--- config.mk ---
export PLATFORM = sky130hd
export DESIGN_NAME = risc_v_mike_imm_gen_pipe_flat
export DESIGN_NICKNAME = d
export VERILOG_FILES = /design/src/rtl/risc_v_mike_pkg.sv /design/src/rtl/risc_v_mike_imm_gen_pipe_if.sv /design/src/rtl/risc_v_mike_imm_gen_pipe_fmt_decode.sv /design/src/rtl/risc_v_mike_imm_gen_pipe.sv /design/src/flat_wrapper.sv
export SDC_FILE = /design/constraint.sdc
export NUM_CORES = 1
export LEC_CHECK = 0
export CORE_MARGIN = 1.5
export CORE_UTILIZATION = 45
export CTS_BUF_LIST = sky130_fd_sc_hd__clkbuf_4 sky130_fd_sc_hd__clkbuf_8 sky130_fd_sc_hd__clkbuf_16
export CTS_CLUSTER_DIAMETER = 120
export CTS_CLUSTER_SIZE = 10
export DETAILED_ROUTE_END_ITERATION = 16
export GPL_TIMING_DRIVEN = 0
export PLACE_DENSITY = 0.83
export SLEW_MARGIN = 30
export SYNTH_ARGS = -nofsm -noshare
export SYNTH_HDL_FRONTEND = slang
export SYNTH_SLANG_ARGS = --single-unit
--- constraint.sdc ---
create_clock -name clk -period 1.91 [get_ports clk]
set_clock_uncertainty 0.15 [all_clocks]
set_input_delay 0.382 -clock clk [delete_from_list [all_inputs] [get_ports clk]]
set_output_delay 0.382 -clock clk [all_outputs]
set_load 0.01 [all_outputs]
--- src/rtl/risc_v_mike_pkg.sv ---
// Shared types and constants for the risc_v_mike immediate generator.
package risc_v_mike_pkg;

  typedef enum logic [2:0] {
    ImmI       = 3'd0,
    ImmS       = 3'd1,
    ImmB       = 3'd2,
    ImmJ       = 3'd3,
    ImmU       = 3'd4,
    ImmZ       = 3'd5,
    ImmNone    = 3'd6,
    ImmIllegal = 3'd7
  } imm_fmt_t;

  localparam int unsigned XLEN_MAX   = 64;
  localparam int unsigned INSTR_32_W = 32;

  localparam logic [6:0] OPC_OP_IMM = 7'b0010011;
  localparam logic [6:0] OPC_LOAD   = 7'b0000011;
  localparam logic [6:0] OPC_JALR   = 7'b1100111;
  localparam logic [6:0] OPC_STORE  = 7'b0100011;
  localparam logic [6:0] OPC_BRANCH = 7'b1100011;
  localparam logic [6:0] OPC_JAL    = 7'b1101111;
  localparam logic [6:0] OPC_LUI    = 7'b0110111;
  localparam logic [6:0] OPC_AUIPC  = 7'b0010111;
  localparam logic [6:0] OPC_OP     = 7'b0110011;
  localparam logic [6:0] OPC_FENCE  = 7'b0001111;
  localparam logic [6:0] OPC_SYSTEM = 7'b1110011;

endpackage

--- src/rtl/risc_v_mike_imm_gen_pipe_if.sv ---
// Valid/ready input and output bundle of the immediate generator pipeline slot.
interface risc_v_mike_imm_gen_pipe_if
  import risc_v_mike_pkg::*;
#(
  parameter int unsigned XLEN      = 32,
  parameter int unsigned ERR_CNT_W = 16
) ();
  logic                  in_valid;
  logic                  in_ready;
  logic [INSTR_32_W-1:0] instruction;
  logic [2:0]            imm_src;
  logic                  out_valid;
  logic                  out_ready;
  logic [XLEN-1:0]       imm_ext;
  logic [INSTR_32_W-1:0] instr_out;
  logic                  fmt_err;
  logic [ERR_CNT_W-1:0]  err_cnt;

  modport master (
    output in_valid, instruction, imm_src, out_ready,
    input  in_ready, out_valid, imm_ext, instr_out, fmt_err, err_cnt
  );

  modport slave (
    input  in_valid, instruction, imm_src, out_ready,
    output in_ready, out_valid, imm_ext, instr_out, fmt_err, err_cnt
  );
endinterface

--- src/rtl/risc_v_mike_imm_gen_pipe_fmt_decode.sv ---
// Combinational opcode/funct3 to immediate-format decode.
// RISC_V_MIKE_IMM_CSR_EN routes CSR-immediate SYSTEM forms to the Z format.
module risc_v_mike_imm_fmt_decode
  import risc_v_mike_pkg::*;
(
  input  logic [6:0] opcode_i,
  input  logic [2:0] funct3_i,
  output imm_fmt_t   fmt_o
);
  logic unused_funct3;
  assign unused_funct3 = ^funct3_i[1:0];

  always_comb begin
    fmt_o = ImmIllegal;
    case (opcode_i)
      OPC_OP_IMM, OPC_LOAD, OPC_JALR: fmt_o = ImmI;
      OPC_STORE:                      fmt_o = ImmS;
      OPC_BRANCH:                     fmt_o = ImmB;
      OPC_JAL:                        fmt_o = ImmJ;
      OPC_LUI, OPC_AUIPC:             fmt_o = ImmU;
      OPC_OP, OPC_FENCE:              fmt_o = ImmNone;
`ifdef RISC_V_MIKE_IMM_CSR_EN
      OPC_SYSTEM:                     fmt_o = funct3_i[2] ? ImmZ : ImmI;
`else
      OPC_SYSTEM:                     fmt_o = funct3_i[2] ? ImmI : ImmI;
`endif
      default:                        fmt_o = ImmIllegal;
    endcase
  end
endmodule

--- src/rtl/risc_v_mike_imm_gen_pipe.sv ---
// Registered RISC-V immediate generator: one valid/ready pipeline slot plus error counter.
// RISC_V_MIKE_IMM_CSR_EN enables the zero-extended CSR immediate (Z) format.
module risc_v_mike_imm_gen_pipe
  import risc_v_mike_pkg::*;
#(
  parameter int unsigned XLEN        = 32,
  parameter int unsigned AUTO_DECODE = 0,
  parameter int unsigned ERR_CNT_W   = 16
) (
  input logic                       clk,
  input logic                       rst,
  risc_v_mike_imm_gen_pipe_if.slave bus
);
  imm_fmt_t              fmt;
  logic [XLEN_MAX-1:0]   imm_full;
  logic [INSTR_32_W-1:0] instr;
  logic                  fmt_illegal;
  logic                  accept;
  logic                  unused_imm_full;

  logic                  out_valid_q, out_valid_d;
  logic [XLEN-1:0]       imm_q, imm_d;
  logic [INSTR_32_W-1:0] instr_q, instr_d;
  logic                  fmt_err_q, fmt_err_d;
  logic [ERR_CNT_W-1:0]  err_cnt_q, err_cnt_d;

  assign instr = bus.instruction;

  if (AUTO_DECODE != 0) begin : g_auto
    logic unused_imm_src;
    assign unused_imm_src = ^bus.imm_src;
    risc_v_mike_imm_fmt_decode u_fmt_decode (
      .opcode_i (instr[6:0]),
      .funct3_i (instr[14:12]),
      .fmt_o    (fmt)
    );
  end else begin : g_manual
    assign fmt = imm_fmt_t'(bus.imm_src);
  end

  // Build at XLEN_MAX and truncate, so one mux serves both widths.
  always_comb begin
    imm_full    = '0;
    fmt_illegal = 1'b0;
    case (fmt)
      ImmI:    imm_full = {{52{instr[31]}}, instr[31:20]};
      ImmS:    imm_full = {{52{instr[31]}}, instr[31:25], instr[11:7]};
      ImmB:    imm_full = {{51{instr[31]}}, instr[31], instr[7], instr[30:25], instr[11:8], 1'b0};
      ImmJ:    imm_full = {{43{instr[31]}}, instr[31], instr[19:12], instr[20], instr[30:21],
                           1'b0};
      ImmU:    imm_full = {{32{instr[31]}}, instr[31:12], 12'b0};
`ifdef RISC_V_MIKE_IMM_CSR_EN
      ImmZ:    imm_full = {59'b0, instr[19:15]};
`else
      ImmZ:    fmt_illegal = 1'b1;
`endif
      ImmNone: imm_full = '0;
      default: fmt_illegal = 1'b1;
    endcase
  end

  assign unused_imm_full = ^imm_full;

  assign bus.in_ready = !out_valid_q || bus.out_ready;
  assign accept       = bus.in_valid && bus.in_ready;

  always_comb begin
    out_valid_d = out_valid_q;
    imm_d       = imm_q;
    instr_d     = instr_q;
    fmt_err_d   = fmt_err_q;
    err_cnt_d   = err_cnt_q;
    if (accept) begin
      out_valid_d = 1'b1;
      imm_d       = fmt_illegal ? '0 : imm_full[XLEN-1:0];
      instr_d     = instr;
      fmt_err_d   = fmt_illegal;
      if (fmt_illegal && (err_cnt_q != '1)) begin
        err_cnt_d = err_cnt_q + ERR_CNT_W'(1);
      end
    end else if (bus.out_ready) begin
      out_valid_d = 1'b0;
    end
  end

  always_ff @(posedge clk) begin
    if (rst) begin
      out_valid_q <= 1'b0;
      imm_q       <= '0;
      instr_q     <= '0;
      fmt_err_q   <= 1'b0;
      err_cnt_q   <= '0;
    end else begin
      out_valid_q <= out_valid_d;
      imm_q       <= imm_d;
      instr_q     <= instr_d;
      fmt_err_q   <= fmt_err_d;
      err_cnt_q   <= err_cnt_d;
    end
  end

  assign bus.out_valid = out_valid_q;
  assign bus.imm_ext   = imm_q;
  assign bus.instr_out = instr_q;
  assign bus.fmt_err   = fmt_err_q;
  assign bus.err_cnt   = err_cnt_q;
endmodule
--- src/flat_wrapper.sv ---
// flat-port wrapper written by rule: the top's interface ports become plain ports
module risc_v_mike_imm_gen_pipe_flat import risc_v_mike_pkg::*;
#(
  parameter int unsigned XLEN        = 32,
  parameter int unsigned AUTO_DECODE = 0,
  parameter int unsigned ERR_CNT_W   = 16
)
  (clk, rst, bus_in_valid, bus_instruction, bus_imm_src, bus_out_ready, bus_in_ready, bus_out_valid, bus_imm_ext, bus_instr_out, bus_fmt_err, bus_err_cnt);
  risc_v_mike_imm_gen_pipe_if #(.XLEN(XLEN), .ERR_CNT_W(ERR_CNT_W)) bus_i ();
  input logic clk;
  input logic rst;
  input wire logic [$bits(bus_i.in_valid)-1:0] bus_in_valid;
  input wire logic [$bits(bus_i.instruction)-1:0] bus_instruction;
  input wire logic [$bits(bus_i.imm_src)-1:0] bus_imm_src;
  input wire logic [$bits(bus_i.out_ready)-1:0] bus_out_ready;
  output wire logic [$bits(bus_i.in_ready)-1:0] bus_in_ready;
  output wire logic [$bits(bus_i.out_valid)-1:0] bus_out_valid;
  output wire logic [$bits(bus_i.imm_ext)-1:0] bus_imm_ext;
  output wire logic [$bits(bus_i.instr_out)-1:0] bus_instr_out;
  output wire logic [$bits(bus_i.fmt_err)-1:0] bus_fmt_err;
  output wire logic [$bits(bus_i.err_cnt)-1:0] bus_err_cnt;
  assign bus_i.in_valid = bus_in_valid;
  assign bus_i.instruction = bus_instruction;
  assign bus_i.imm_src = bus_imm_src;
  assign bus_i.out_ready = bus_out_ready;
  assign bus_in_ready = bus_i.in_ready;
  assign bus_out_valid = bus_i.out_valid;
  assign bus_imm_ext = bus_i.imm_ext;
  assign bus_instr_out = bus_i.instr_out;
  assign bus_fmt_err = bus_i.fmt_err;
  assign bus_err_cnt = bus_i.err_cnt;
  risc_v_mike_imm_gen_pipe #(.XLEN(XLEN), .AUTO_DECODE(AUTO_DECODE), .ERR_CNT_W(ERR_CNT_W)) u_core (.clk(clk), .rst(rst), .bus(bus_i));
endmodule
==> results of run 1 <==
[logic make-up (layout without fill, tap and decap cells)]
kind of cell / Yosys count / in the layout
flip-flops: 82 / 82
multiplexers: 9 / 9
adder cells (fa/ha/maj): 1 / 1
buffers and inverters: 34 / 168
AO/OA/AOI/OAI: 90 / 90
XOR/XNOR: 11 / 11
AND/OR/NAND/NOR: 188 / 188
[placed cells by master, fill, tap and decap left out, drive strengths merged, types with 2 or more instances in the layout]
cell | synthesis | layout
nor2 | 43 | 43
dfxtp | 82 | 82
nand3b | 6 | 6
nand2b | 4 | 4
a31o | 2 | 2
nor4 | 7 | 7
nor3 | 22 | 22
a21oi | 65 | 65
o21ai | 3 | 3
mux2 | 5 | 5
nand2 | 81 | 81
nand4 | 3 | 3
a22oi | 5 | 5
clkdlybuf4s50 | 0 | 118
bufinv | 0 | 3
buf | 16 | 13
inv | 3 | 3
mux2i | 4 | 4
clkbuf | 15 | 29
and2 | 2 | 2
xnor2 | 10 | 10
nand3 | 16 | 16
a211oi | 10 | 10
o211ai | 2 | 2
[worst register-to-register path, stage by stage, from the launching register on]
cell and delay [ns]:
dfxtp_2 0.42, ha_4 0.19, nand3_2 0.12, nor3_4 0.42, a211oi_2 0.18, a31o_2 0.25
[area by class of cell]
cell class	count	area (um2)	area share
tap	99	124	0.0242
inverter	3	11.3	0.00220
clock inverter	4	98.8	0.0193
buffer	30	153	0.0299
multi-input combinational	299	1720	0.336
clock buffer	11	151	0.0296
timing repair buffer	120	1200	0.234
sequential	82	1660	0.324
[routing by layer]
metal	share of wire	up-vias	wire length (um)	global-route usage
met5	0	-	0	0
met1	0.41	1637	4190	0.299
met3	0.082	28	832	0.0690
li1	-	1686	-	-
met2	0.48	164	4850	0.389
met4	0.029	0	299	0.127
[metrics by stage]
step / worst slack [ns] / cells / cell area, um2 / utilization
CTS: -0.00698 / 649 / 5050 / 0.689
detailed placement: -0.479 / 633 / 4760 / 0.650
global placement: -0.408 / 633 / 4760 / 0.650
finish: -0.00754 / 648 / 5110 / 0.697
floorplan: 0.0596 / 415 / 3450 / -
global route: -0.0506 / 648 / 5110 / 0.697
[power by group through the flow]
stage	clock network [mW]	logic, mW	registers [mW]
finish	1.56	0.633	1.84
global route	1.65	0.681	1.85
CTS	1.57	0.626	1.84
detailed placement	0	0.619	1.88
global placement	0	0.605	1.88
floorplan	0	0.244	1.92
[flip-flops by register name, indices dropped and copies added, names as in the netlist]
| register | flops |
|---|---|
| u_core.bus.fmt_err | 1 |
| u_core.bus.instr_out | 32 |
| u_core.bus.err_cnt | 16 |
| u_core.bus.out_valid | 1 |
| u_core.bus.imm_ext | 32 |
[worst paths after layout]
check | endpoint | slack [ns] | cells past startpoint
max | u_core.bus.err_cnt[11] | -0.008 | 7
min | u_core.bus.instr_out[16] | 0.31 | 2
max reg2reg | u_core.bus.err_cnt[6] | 0.07 | 5
min reg2reg | u_core.bus.instr_out[16] | 0.31 | 2
[repair_timing]
| action | 4_1_cts | 5_1_grt |
|---|---|---|
| setup buffers | 1 | 0 |
| pin swaps | 0 | 1 |
| endpoints found under the setup margin | 25 | 67 |
| gates resized for setup | 14 | 24 |
| hold buffers | 0 | 0 |
==> results.md, run 1 <==
* Synth Area in Compound Gates at 0.152
* First-pass GRT wire length at 15900 um
* Worst slew margin at 0.654
* Most frequent cell after synthesis: dfxtp_1
* Port Buf Inserts at 119
* Slack of the critical path at -0.00754 ns
* Die Width at 90.6 um
* Final Hold Violating Endpoints at 0
* CTS buffer count at 9
* Number of cell rows at 31
* Clock Sink Count at 82
* Largest cells by area after synthesis: dfxtp_1, a21oi_1, nand2_1, nor2_1, nor3_1
* Power share of the combinational group at 0.157
* Share of cells above drive strength 1 at 0.131
* Clock latency on the worst-skew pair at 0.35 ns
* Yosys cell types at 44
* Post-Synthesis Cells at 415
* Tcrit/Tclk final at 1.00
* Reg-to-Reg Start: u_core.bus.err_cnt[0]
* CTS Buffer Depth at 2
* Largest net degree at the start of global routing at 14
* Number of global-route vias before repair at 3311
* Initial Utilization at 0.471
* Fill count at 562
* Initial antenna violation count at 0
* Slew Limit Fails at 0
* Area growth from synthesis to layout at 48.1%
* Total negative slack at -0.00754 ns
* Antenna viol nets, final at 0
* Gpl congestion at 0.910
* Power per cell area at 789 mW/mm2
* Asr flop ratio synth at 0
* Post-synthesis sequential area ratio at 0.476
* Netlist Area Pre-Place at 0.00345 mm2
* Dpl hpwl at 7370 um
* Crit path launch: bus_out_ready
* CP Class: input port to flip-flop
* Crit-path max FO at 10
* Post-synthesis xor/xnor area fraction at 0.0279
* IO Count at 122
* Setup crit start kind: input port
* Switch share at 0.245
* Yosys top cell area share at 0.476
* Delay-heaviest family, CP: simple AND/OR/NAND/NOR gates
* Status: finished, violations left
* Switching pwr at 0.987 mW
* Critical path, cell by cell: clkdlybuf4s50_1, nand2b_4, nand4_4, buf_4, nor4_2, xnor2_1, nor2_1
* Detailed-route wire length per cell at 15.7 um
* Post-synth EDFFs at 0
* Pint at 3.05 mW
* Synthesized Nets at 455
* Worst min path class: flip-flop to flip-flop
* Slew @ Worst Pin at 0.519 ns
* Total power at 4.03 mW
* Synth warnings at 0
* Failing checks: negative setup slack
* Crit end category: flip-flop
* Syn avg cell area at 8.31 um2
* DR pass1 iterations at 5
* Flops & latches, synth at 82
* Worst endpoint required time at 2.00 ns
* Clock root cell: clkbuf_8
* Critical path arrival at 2.01 ns
* RSZ-0062 raised after global routing: true
* Sequential Power Share at 0.457
* Final wirelength at 10200 um
* Core area at 0.00733 mm2
* Die area at 0.00820 mm2
* Post-synth top cells: dfxtp_1, nand2_1, a21oi_1
* Highest clock rate at 522 MHz
* Leading area contributor after synthesis: dfxtp_1
* Top_reg_cell synth: dfxtp_1
* Clock transition at path regs at 0.07 ns
* Worst Hold Launch: u_core.bus.instr_out[16]
* Via count at 3515
* CTS tree: yes
* Global Route Usage Sum at 0.244
* DIE HEIGHT at 90.6 um
* Diodes inserted at 0
* Slowest CP cell: clkdlybuf4s50_1
* Fin crit period at 1.92 ns
* Hold_ws at 0.306 ns
* CP max stage delay at 0.47 ns
* Maxcap violations at 0
* Clock network fraction of design power at 0.386
* Synth Area in Adders at 0.00363
* # DRC at 0
* Fin nets at 585
* GRT overflow at 0
* Maximum VDD drop at 0.487 mV
* Critical path buffers and inverters at 2
* Number of H-tree levels at 3
* Final setup fails at 1
* Multiplexer share of the synthesized area at 0.0290
* DR vias/cell at 5.42
* Simple-gate share of the synthesized area at 0.269
* Initial DRC Count at 269
* Largest family of logic cells by synthesized area: simple AND/OR/NAND/NOR gates
* Static Leakage at 1.87 nW
(Power assumes the default switching activity.)
==> inputs of run 2 (changes only) <==
--- a/config.mk
+++ b/config.mk
@@ -5,14 +5,17 @@
 export SDC_FILE = /design/constraint.sdc
 export NUM_CORES = 1
 export LEC_CHECK = 0
+export CAP_MARGIN = 40
+export CELL_PAD_IN_SITES_DETAIL_PLACEMENT = 1
+export CELL_PAD_IN_SITES_GLOBAL_PLACEMENT = 1
 export CORE_MARGIN = 1.5
-export CORE_UTILIZATION = 45
+export CORE_UTILIZATION = 32
 export CTS_BUF_LIST = sky130_fd_sc_hd__clkbuf_4 sky130_fd_sc_hd__clkbuf_8 sky130_fd_sc_hd__clkbuf_16
 export CTS_CLUSTER_DIAMETER = 120
 export CTS_CLUSTER_SIZE = 10
 export DETAILED_ROUTE_END_ITERATION = 16
 export GPL_TIMING_DRIVEN = 0
-export PLACE_DENSITY = 0.83
+export PLACE_DENSITY = 0.82
 export SLEW_MARGIN = 30
 export SYNTH_ARGS = -nofsm -noshare
 export SYNTH_HDL_FRONTEND = slang
==> results.md, run 2 (synthesis results as in run 1) <==
* Status: finished, final reports clean (was finished, violations left)
* Setup crit start kind: input port (unchanged)
* DR vias/cell at 5.01 (was 5.42)
* CTS Buffer Depth at 2 (unchanged)
* Largest net degree at the start of global routing at 14 (unchanged)
* Placed instance count at 670 (was 633)
* Dpl hpwl at 8430 um (was 7370 um)
* Met2 WL at 5720 um (was 4850 um)
* Most frequent cells in the layout: clkdlybuf4s50_1, nand2_1, dfxtp_1 (unchanged)
* DR WL met3 at 463 um (was 832 um)
* Global Route Usage Sum at 0.205 (was 0.244)
* Clock Sink Count at 82 (unchanged)
* Detailed-route wire length per cell at 16.6 um (was 15.7 um)
* Die Width at 107 um (was 90.6 um)
* Initial antenna violation count at 0 (unchanged)
* IO Count at 122 (unchanged)
* CTS tree: yes (unchanged)
* Antenna viol nets, final at 0 (unchanged)
* Final core utilization at 0.497 (was 0.697)
* Gpl congestion at 0.812 (was 0.910)
* Number of global-route vias before repair at 3556 (was 3311)
* Top Metal Used: met4 (unchanged)
* Fin crit period at 1.87 ns (was 1.92 ns)
* Final Hold Violating Endpoints at 0 (unchanged)
* Final wirelength at 11400 um (was 10200 um)
* Slew Limit Fails at 0 (unchanged)
* Clock transition at path regs at 0.08 ns (was 0.07 ns)
* CP Class: input port to flip-flop (unchanged)
* Critical path arrival at 1.94 ns (was 2.01 ns)
* Final setup fails at 0 (was 1)
* # DRC at 0 (unchanged)
* Crit-path max FO at 10 (unchanged)
* Initial DRC Count at 95 (was 269)
* Most common cell after layout, fill and taps aside: clkdlybuf4s50_1 (unchanged)
* Tcrit/Tclk final at 0.978 (was 1.00)
* Initial Utilization at 0.333 (was 0.471)
* Power per cell area at 773 mW/mm2 (was 789 mW/mm2)
* Core area at 0.0104 mm2 (was 0.00733 mm2)
* Static Leakage at 1.91 nW (was 1.87 nW)
* Area growth from synthesis to layout at 49.4% (was 48.1%)
* Crit end category: flip-flop (unchanged)
* Clock latency on the worst-skew pair at 0.35 ns (about the same)
* Worst endpoint required time at 1.98 ns (was 2.00 ns)
* Die area at 0.0114 mm2 (was 0.00820 mm2)
* Maximum VDD drop at 0.379 mV (was 0.487 mV)
* Share of cells above drive strength 1 at 0.140 (was 0.131)
* Worst min path class: input port to flip-flop (was flip-flop to flip-flop)
* Via count at 3445 (was 3515)
* Worst slew margin at 0.657 (was 0.654)
* Highest clock rate at 535 MHz (was 522 MHz)
* Fin nets at 587 (was 585)
* Slew @ Worst Pin at 0.514 ns (was 0.519 ns)
* First-pass GRT wire length at 18300 um (was 15900 um)
* Diodes inserted at 0 (unchanged)
* DIE HEIGHT at 107 um (was 90.6 um)
* GRT overflow at 0 (unchanged)
* Port Buf Inserts at 119 (unchanged)
* Number of cell rows at 37 (was 31)
* Fin cells at 687 (was 648)
* Number of H-tree levels at 3 (unchanged)
* DR pass1 iterations at 4 (was 5)
* Maxcap violations at 0 (unchanged)
* Clock root cell: clkbuf_8 (unchanged)
* Fill count at 1238 (was 562)
* Metal-1 WL at 5100 um (was 4190 um)
* Cts hold-fix bufs at 0 (unchanged)
* CTS buffer count at 9 (unchanged)
==> run 2: changes by cell type in the layout (fill, tap and decap cells not counted), moves of 2 or more <==
cell | before | now
dfxtp_2 | 13 | 11
dfxtp_4 | 0 | 2
dlymetal6s2s_1 | 0 | 2
clkdlybuf4s50_1 | 118 | 115
buf_2 | 5 | 8
clkbuf_8 | 11 | 9
==> run 2: critical path, stage by stage <==
cell             delay [ns]
clkdlybuf4s50_1        0.46
nand2b_4               0.16
nand4_4                0.19
buf_6                  0.22
nor4_2                 0.30
xnor2_1                0.16
nor2_1                 0.06
==> run 2: final cells by class <==
cell class	count	area [um2]	share of cell area
Buffer	30	150	0.0291
Clock buffer	10	131	0.0255
Clock inverter	5	104	0.0202
Inverter	3	11.3	0.00218
Multi-Input combinational cell	299	1710	0.331
Sequential cell	82	1660	0.323
Tap cell	136	170	0.0330
Timing Repair Buffer	122	1220	0.236
==> run 2: stage by stage <==
step | setup slack (ns) | hold WS [ns] | cell area, um2 | total power [mW] | setup TNS [ns]
global placement | -0.431 | 0.290 | 4810 | 2.50 | -25.29
global route | -0.00442 | 0.276 | 5150 | 4.17 | -0.00841
detailed placement | -0.467 | 0.298 | 4810 | 2.52 | -28.39
finish | 0.0424 | 0.270 | 5150 | 3.98 | 0
floorplan | 0.0596 | 0.326 | 3450 | 2.16 | 0
CTS | 0.00716 | 0.311 | 5120 | 4.04 | 0
==> run 2: path summary, 6_finish.rpt <==
check                     startpoint                 endpoint  slack [ns]  cells past startpoint
max                    bus_out_ready    u_core.bus.err_cnt[9]        0.04                      7
min                     bus_in_valid     u_core.bus.out_valid        0.27                      3
max reg2reg    u_core.bus.err_cnt[1]    u_core.bus.err_cnt[6]        0.12                      5
min reg2reg  u_core.bus.instr_out[3]  u_core.bus.instr_out[3]        0.31                      2
==> run 2: power breakdown <==
group | internal, mW | leakage, nW | total [mW] | switching (mW)
Sequential | 1.79 | 0.679 | 1.84 | 0.0497
Combinational | 0.318 | 1.11 | 0.637 | 0.319
Clock | 0.877 | 0.120 | 1.51 | 0.629
Total | 2.99 | 1.91 | 3.98 | 0.998
==> run 2: timing repair <==
action                                 4_1_cts  5_1_grt
buffers inserted                             1        2
pin swaps                                    1        2
setup endpoints to repair                   46       56
gates resized for setup                     28       12
gates cloned                                 0        0
endpoints found under the hold margin        0        0
==> run 2: routing by layer <==
metal  GRT usage  up-vias
met5           0        -
li1            -     1682
met1       0.259     1663
met3      0.0292       11
met4      0.0686        0
met2       0.358       89
==> inputs of run 3 (changes only) <==
--- a/config.mk
+++ b/config.mk
@@ -5,13 +5,14 @@
 export SDC_FILE = /design/constraint.sdc
 export NUM_CORES = 1
 export LEC_CHECK = 0
+export ABC_CLOCK_PERIOD_IN_PS = 1910
 export CAP_MARGIN = 40
 export CELL_PAD_IN_SITES_DETAIL_PLACEMENT = 1
 export CELL_PAD_IN_SITES_GLOBAL_PLACEMENT = 1
 export CORE_MARGIN = 1.5
 export CORE_UTILIZATION = 32
 export CTS_BUF_LIST = sky130_fd_sc_hd__clkbuf_4 sky130_fd_sc_hd__clkbuf_8 sky130_fd_sc_hd__clkbuf_16
-export CTS_CLUSTER_DIAMETER = 120
+export CTS_CLUSTER_DIAMETER = 60
 export CTS_CLUSTER_SIZE = 10
 export DETAILED_ROUTE_END_ITERATION = 16
 export GPL_TIMING_DRIVEN = 0
@@ -20,3 +21,4 @@
 export SYNTH_ARGS = -nofsm -noshare
 export SYNTH_HDL_FRONTEND = slang
 export SYNTH_SLANG_ARGS = --single-unit
+export TNS_END_PERCENT = 100
==> results of run 3 <==
No change in the layout: final DEF, timing and power equal those of run 2.
